==> config.mk <==
export PLATFORM = sky130hd
export DESIGN_NAME = display_select_sequencer
export DESIGN_NICKNAME = d
export VERILOG_FILES = /design/src/rtl/display_select_sequencer.sv
export SDC_FILE = /design/constraint.sdc
export NUM_CORES = 1
export LEC_CHECK = 0
export CAP_MARGIN = 20
export CORE_UTILIZATION = 50
export CTS_CLUSTER_SIZE = 12
export DETAILED_ROUTE_END_ITERATION = 10
export PLACE_DENSITY = 0.73
export SYNTH_ARGS = -nofsm -noshare
export SYNTH_HDL_FRONTEND = slang
export SYNTH_SLANG_ARGS = --single-unit
==> constraint.sdc <==
create_clock -name Clock -period 2.7 [get_ports Clock]
set_clock_uncertainty 0.15 [all_clocks]
set_input_delay 0.54 -clock Clock [delete_from_list [all_inputs] [get_ports Clock]]
set_output_delay 0.54 -clock Clock [all_outputs]
set_load 0.05 [all_outputs]
==> src/rtl/display_select_sequencer.sv <==
// Debug hex display source sequencer: steps the mux select from a debounced
// pushbutton, auto-scans on a timer or loads a code directly, and blanks the
// display for a fixed gap after every change.
module display_select_sequencer #(
  parameter int unsigned NUM_SOURCES     = 17,
  parameter int unsigned DEBOUNCE_CYCLES = 500000,
  parameter int unsigned SCAN_PERIOD     = 50000000,
  parameter int unsigned BLANK_CYCLES    = 2500000
) (
  input  logic       Clock,
  input  logic       Reset,
  input  logic       Step_n,
  input  logic       Direction,
  input  logic       Auto_Scan,
  input  logic       Load,
  input  logic [4:0] Load_Select,
  output logic [4:0] Display_Select,
  output logic       Display_Enable,
  output logic       Select_Changed,
  output logic       Load_Error
);

  localparam int unsigned DEB_W   = $clog2(DEBOUNCE_CYCLES + 1);
  localparam int unsigned SCAN_W  = $clog2(SCAN_PERIOD);
  localparam int unsigned BLANK_W = $clog2(BLANK_CYCLES + 1);

  localparam logic [4:0]         LAST_SEL   = 5'(NUM_SOURCES - 1);
  localparam logic [DEB_W-1:0]   DEB_LAST   = DEB_W'(DEBOUNCE_CYCLES - 1);
  localparam logic [SCAN_W-1:0]  SCAN_LAST  = SCAN_W'(SCAN_PERIOD - 1);
  localparam logic [BLANK_W-1:0] BLANK_LAST = BLANK_W'(BLANK_CYCLES - 1);

  typedef enum logic {
    ST_BLANK = 1'b0,
    ST_SHOW  = 1'b1
  } state_e;

  // button path
  logic             sync1_q, sync1_d;
  logic             sync2_q, sync2_d;
  logic [1:0]       sync_vld_q, sync_vld_d;
  logic             accepted_q, accepted_d;
  logic [DEB_W-1:0] deb_cnt_q, deb_cnt_d;
  logic             arm_q, arm_d;
  logic             accept_c;
  logic             press_c;

  // sequencer
  state_e             state_q, state_d;
  logic [BLANK_W-1:0] blank_cnt_q, blank_cnt_d;
  logic [SCAN_W-1:0]  scan_cnt_q, scan_cnt_d;
  logic [4:0]         sel_q, sel_d;
  logic               en_q, en_d;
  logic               changed_q, changed_d;
  logic               load_err_q, load_err_d;
  logic               load_ok_c;
  logic               load_bad_c;
  logic               scan_tick_c;
  logic               change_c;
  logic [4:0]         next_sel_c;

  // Synchronize, debounce and edge-detect the pushbutton; a press is only
  // honoured once the button has been seen released since reset.
  always_comb begin
    sync1_d    = Step_n;
    sync2_d    = sync1_q;
    sync_vld_d = {sync_vld_q[0], 1'b1};
    accepted_d = accepted_q;
    deb_cnt_d  = '0;
    accept_c   = 1'b0;
    if (sync2_q != accepted_q) begin
      if (deb_cnt_q == DEB_LAST) begin
        accepted_d = sync2_q;
        accept_c   = 1'b1;
      end else begin
        deb_cnt_d = deb_cnt_q + DEB_W'(1);
      end
    end
    press_c = accept_c & ~sync2_q & arm_q;
    arm_d   = arm_q | (sync_vld_q[1] & sync2_q & accepted_q);
  end

  // Next select code for a step/scan in the current direction, with wrap.
  always_comb begin
    next_sel_c = sel_q;
    if (Direction) begin
      next_sel_c = (sel_q == 5'd0) ? LAST_SEL : sel_q - 5'd1;
    end else begin
      next_sel_c = (sel_q == LAST_SEL) ? 5'd0 : sel_q + 5'd1;
    end
  end

  // SHOW/BLANK state machine: request arbitration, blank gap and scan timer.
  always_comb begin
    state_d     = state_q;
    blank_cnt_d = '0;
    scan_cnt_d  = '0;
    sel_d       = sel_q;
    changed_d   = 1'b0;
    load_err_d  = 1'b0;
    change_c    = 1'b0;
    load_ok_c   = Load & (32'(Load_Select) < NUM_SOURCES);
    load_bad_c  = Load & ~load_ok_c;
    scan_tick_c = (state_q == ST_SHOW) & Auto_Scan & (scan_cnt_q == SCAN_LAST);

    case (state_q)
      ST_SHOW: begin
        if (load_ok_c) begin
          sel_d    = Load_Select;
          change_c = 1'b1;
        end else if (load_bad_c) begin
          load_err_d = 1'b1;
        end else if (press_c || scan_tick_c) begin
          sel_d    = next_sel_c;
          change_c = 1'b1;
        end
        if (change_c) begin
          state_d = ST_BLANK;
        end else if (Auto_Scan && !scan_tick_c) begin
          scan_cnt_d = scan_cnt_q + SCAN_W'(1);
        end
      end
      default: begin
        if (load_ok_c) begin
          sel_d    = Load_Select;
          change_c = 1'b1;
        end else begin
          load_err_d = load_bad_c;
          if (blank_cnt_q == BLANK_LAST) begin
            state_d = ST_SHOW;
          end else begin
            blank_cnt_d = blank_cnt_q + BLANK_W'(1);
          end
        end
      end
    endcase

    changed_d = change_c;
    en_d      = (state_d == ST_SHOW);
  end

  // State and output registers with synchronous reset.
  always_ff @(posedge Clock) begin
    if (Reset) begin
      sync1_q     <= 1'b1;
      sync2_q     <= 1'b1;
      sync_vld_q  <= 2'b00;
      accepted_q  <= 1'b1;
      deb_cnt_q   <= '0;
      arm_q       <= 1'b0;
      state_q     <= ST_BLANK;
      blank_cnt_q <= '0;
      scan_cnt_q  <= '0;
      sel_q       <= 5'd0;
      en_q        <= 1'b0;
      changed_q   <= 1'b0;
      load_err_q  <= 1'b0;
    end else begin
      sync1_q     <= sync1_d;
      sync2_q     <= sync2_d;
      sync_vld_q  <= sync_vld_d;
      accepted_q  <= accepted_d;
      deb_cnt_q   <= deb_cnt_d;
      arm_q       <= arm_d;
      state_q     <= state_d;
      blank_cnt_q <= blank_cnt_d;
      scan_cnt_q  <= scan_cnt_d;
      sel_q       <= sel_d;
      en_q        <= en_d;
      changed_q   <= changed_d;
      load_err_q  <= load_err_d;
    end
  end

  assign Display_Select = sel_q;
  assign Display_Enable = en_q;
  assign Select_Changed = changed_q;
  assign Load_Error     = load_err_q;

endmodule

==> flow_summary.yaml <==
run_status:
  outcome: "finished clean"
drt:
  vias_per_cell: 5.348
  met3WireLength_um: 273
  met2_length_um: 3420
  highest_layer: "met4"
  routed_wirelength_um: 7148
  drtIter0Drc: 85
  drt-pass1-iter-count: 4
  final_antenna_net_count: 0
  num_vias: 3011
  wl_met1_um: 3363
  drc: 0
  wl_per_cell_um: 12.70
floorplanning:
  ioPinCount: 19
  fp.dieH_um: 88.93
  start_util_pct: 51.82
  core_sq_mm: 0.007292
  dieArea_sq_mm: 0.007909
  die_w_um: 88.93
  num_rows: 31
logic_synthesis:
  syn_area_sq_mm: 0.003779
  synthArstFlopShare_pct: 0
  synthAdderAreaFrac_pct: 1.656
  synthTopCellsByArea: "dfxtp_1, nor2_1, xor2_1, xnor2_1, nand3_1"
  syn-num-nets: 453
  ys_seq_area_share_pct: 42.91
  yosys_warnings: 0
  ys.flop_type: "dfxtp_1"
  yosys.area.top_type: "dfxtp_1"
  yosysTopAreaCellShare_pct: 42.91
  yosys.area_share.simple_pct: 31.19
  synth_top_family_by_area: "simple AND/OR/NAND/NOR gates"
  synth_seq_cells: 81
  syn_inst: 437
  muxShareOfSynthArea_pct: 0.7947
  avgSynthCellArea_sq_um: 8.647
  synth-xor-area-share_pct: 14.60
  yosysUniqueCellTypes: 49
  synth_edf_count: 0
  synth_compound_area_share_pct: 5.132
clock_network:
  cts_resized: 0
  cts_root_buf: "clkbuf_8"
  cts_buffers: 9
  cts_max_level: 3
  holdBufCountCts: 0
  clk_latency_ns: 0.35
  cts_sinks: 81
  clockBufferDepth: 2
  cts_tree: "done"
  path_clk_slew_ns: 0.08
  cts_setup_buffers: 0
critical_path:
  crit_family: "buffers and inverters"
  timing.rr.end: "Display_Select[4]"
  worstPathArrival_ns: 1.80
  cp.required_ns: 2.01
  crit_chain: "clkdlybuf4s50_1"
  path_depth: 1
  start_kind: "flip-flop"
  crit_type: "flip-flop to output port"
  endpoint_kind: "output port"
  cpPeakStageDelay_ns: 0.89
  crit_buf_inv: 1
  crit_fanout: 11
  startpoint: "Display_Enable"
  cp-endpoint: "Display_Enable"
  timing.rr.start: "scan_cnt_q[0]"
  crit_slowest_cell: "clkdlybuf4s50_1"
  rrSetupSlack_ns: 0.47
  r2r_cells: 6
layout:
  drive_gt1_share_pct: 7.328
  nets: 475
  area_growth_syn_to_layout_pct: 13.84
  stdcell_area_sq_mm: 0.004302
  final_util_pct: 58.99
  diodes: 0
timing:
  rsz0062_at_grt: "no"
  fin_crit_sh_pct: 92.32
  tightest_slew_ns: 0.7767
  min_period_ns: 2.493
  setup_violations: 0
  setup_tns_ns: 0
  finalHoldViolations: 0
  slew_viol_final: 0
  relSlewSlack_pct: 47.82
  clock.fmax_mhz: 401.2
  holdWs_ns: 0.2681
grt:
  grt_usage_pct: 19.27
  grt_pass1_wl_um: 11790
  grt_max_degree: 27
  grt_pass1_vias: 2748
  grt_overflow: 0
  antenna_found_initial: 0
placement:
  dp_hpwl_um: 4982
  gp_congestion: 0.7932
  placed_area_sq_mm: 0.004064
  port_buffers: 18
flow_run:
  drv_cap: 0
power_and_ir_drop:
  p_per_area_mw_per_mm2: 554.4
  ir_drop_mv: 0.4428
  total_power_mw: 2.385
  p_leak_nw: 1.428
min_path:
  hold_path_class: "flip-flop to flip-flop"
## cell usage in the layout, fill, tap and decap left out, drive strengths merged, types with 4 or more instances in the layout
master / instances
and4: 10
a21oi: 7
xor2: 33
ha: 5
nand2: 29
inv: 14
nor4: 7
xnor2: 30
clkbuf: 11
clkdlybuf4s50: 18
dfxtp: 81
and3: 8
nand2b: 4
buf: 8
and2: 6
nand3: 25
nor4b: 5
nor2b: 6
o21ai: 9
nand4: 17
nor3: 10
nor2: 84
## layer usage
layer | global-route usage [%] | vias up
met4 | 6.782 | 0
li1 | - | 1541
met2 | 32.45 | 52
met1 | 23.79 | 1410
met3 | 5.355 | 8
met5 | 0 | -
## area by class of cell
cell class / instances / area, sq um
sequential: 81 / 1622
multi-input combinational: 328 / 2017
clock buffer: 11 / 151.4
fill: 698 / 2990
inverter: 13 / 48.80
timing repair buffer: 26 / 252.7
clock inverter: 5 / 86.33
tap: 99 / 123.9
## logic make-up (layout without fill, tap and decap cells)
family,after synthesis,in the layout
and+or+nand+nor,228,228
buffers and inverters,28,55
xor gates and xnor gates,63,63
muxes,3,3
DFF,81,81
AOI/OAI and AO/OA,29,29
adders and majority gates,5,5
## Yosys cell counts (all sizes together), types with 2 or more instances
| master | number |
|---|---|
| a211oi | 2 |
| a21oi | 7 |
| a31oi | 2 |
| and2 | 6 |
| and3 | 8 |
| and4 | 10 |
| buf | 11 |
| clkbuf | 4 |
| dfxtp | 81 |
| ha | 5 |
| inv | 13 |
| mux2i | 3 |
| nand2 | 29 |
| nand2b | 4 |
| nand3 | 25 |
| nand3b | 2 |
| nand4 | 17 |
| nor2 | 84 |
| nor2b | 6 |
| nor3 | 10 |
| nor4 | 7 |
| nor4b | 5 |
| nor4bb | 3 |
| o21ai | 9 |
| or2 | 3 |
| or3 | 2 |
| or4 | 2 |
| or4b | 2 |
| xnor2 | 30 |
| xor2 | 33 |
## power by group
group          leakage, nW  total (mW)  switching, mW  internal (mW)
Sequential           0.655        1.22         0.0132           1.21
Combinational        0.652       0.134         0.0742         0.0601
Clock                0.120        1.03          0.453          0.578
## worst reg2reg max path: stages (launching register included)
cell and delay (ns):
dfxtp_1 0.39, ha_1 0.20, and3_1 0.30, nand2_2 0.12, or4_1 0.69, a21oi_2 0.19
o311a_1 0.15
## worst min path at each step
stage | from | end | slack, ns | depth (start not counted)
floorplan | sync1_q | sync2_q | 0.24 | 1
global placement | sync1_q | sync2_q | 0.25 | 1
detailed placement | sync1_q | sync2_q | 0.24 | 1
CTS | sync1_q | sync2_q | 0.27 | 1
global route | sync1_q | sync2_q | 0.27 | 1
finish | sync1_q | sync2_q | 0.27 | 1
## sequential cells by signal, indices dropped and copies added (netlist names)
signal / flops
Display_Enable: 1
Display_Select: 5
Load_Error: 1
Select_Changed: 1
accepted_q: 1
arm_q: 1
blank_cnt_q: 22
deb_cnt_q: 19
scan_cnt_q: 26
sync1_q: 1
sync2_q: 1
sync_vld_q: 2
## through the flow
step	std cells	setup WS (ns)
after floorplan	437	0.4949
after global placement	547	0.1248
after detailed placement	547	0.03286
after CTS	563	0.1973
after global routing	563	0.1240
final	563	0.2072
Note: power is estimated with default switching activity, not from simulation.
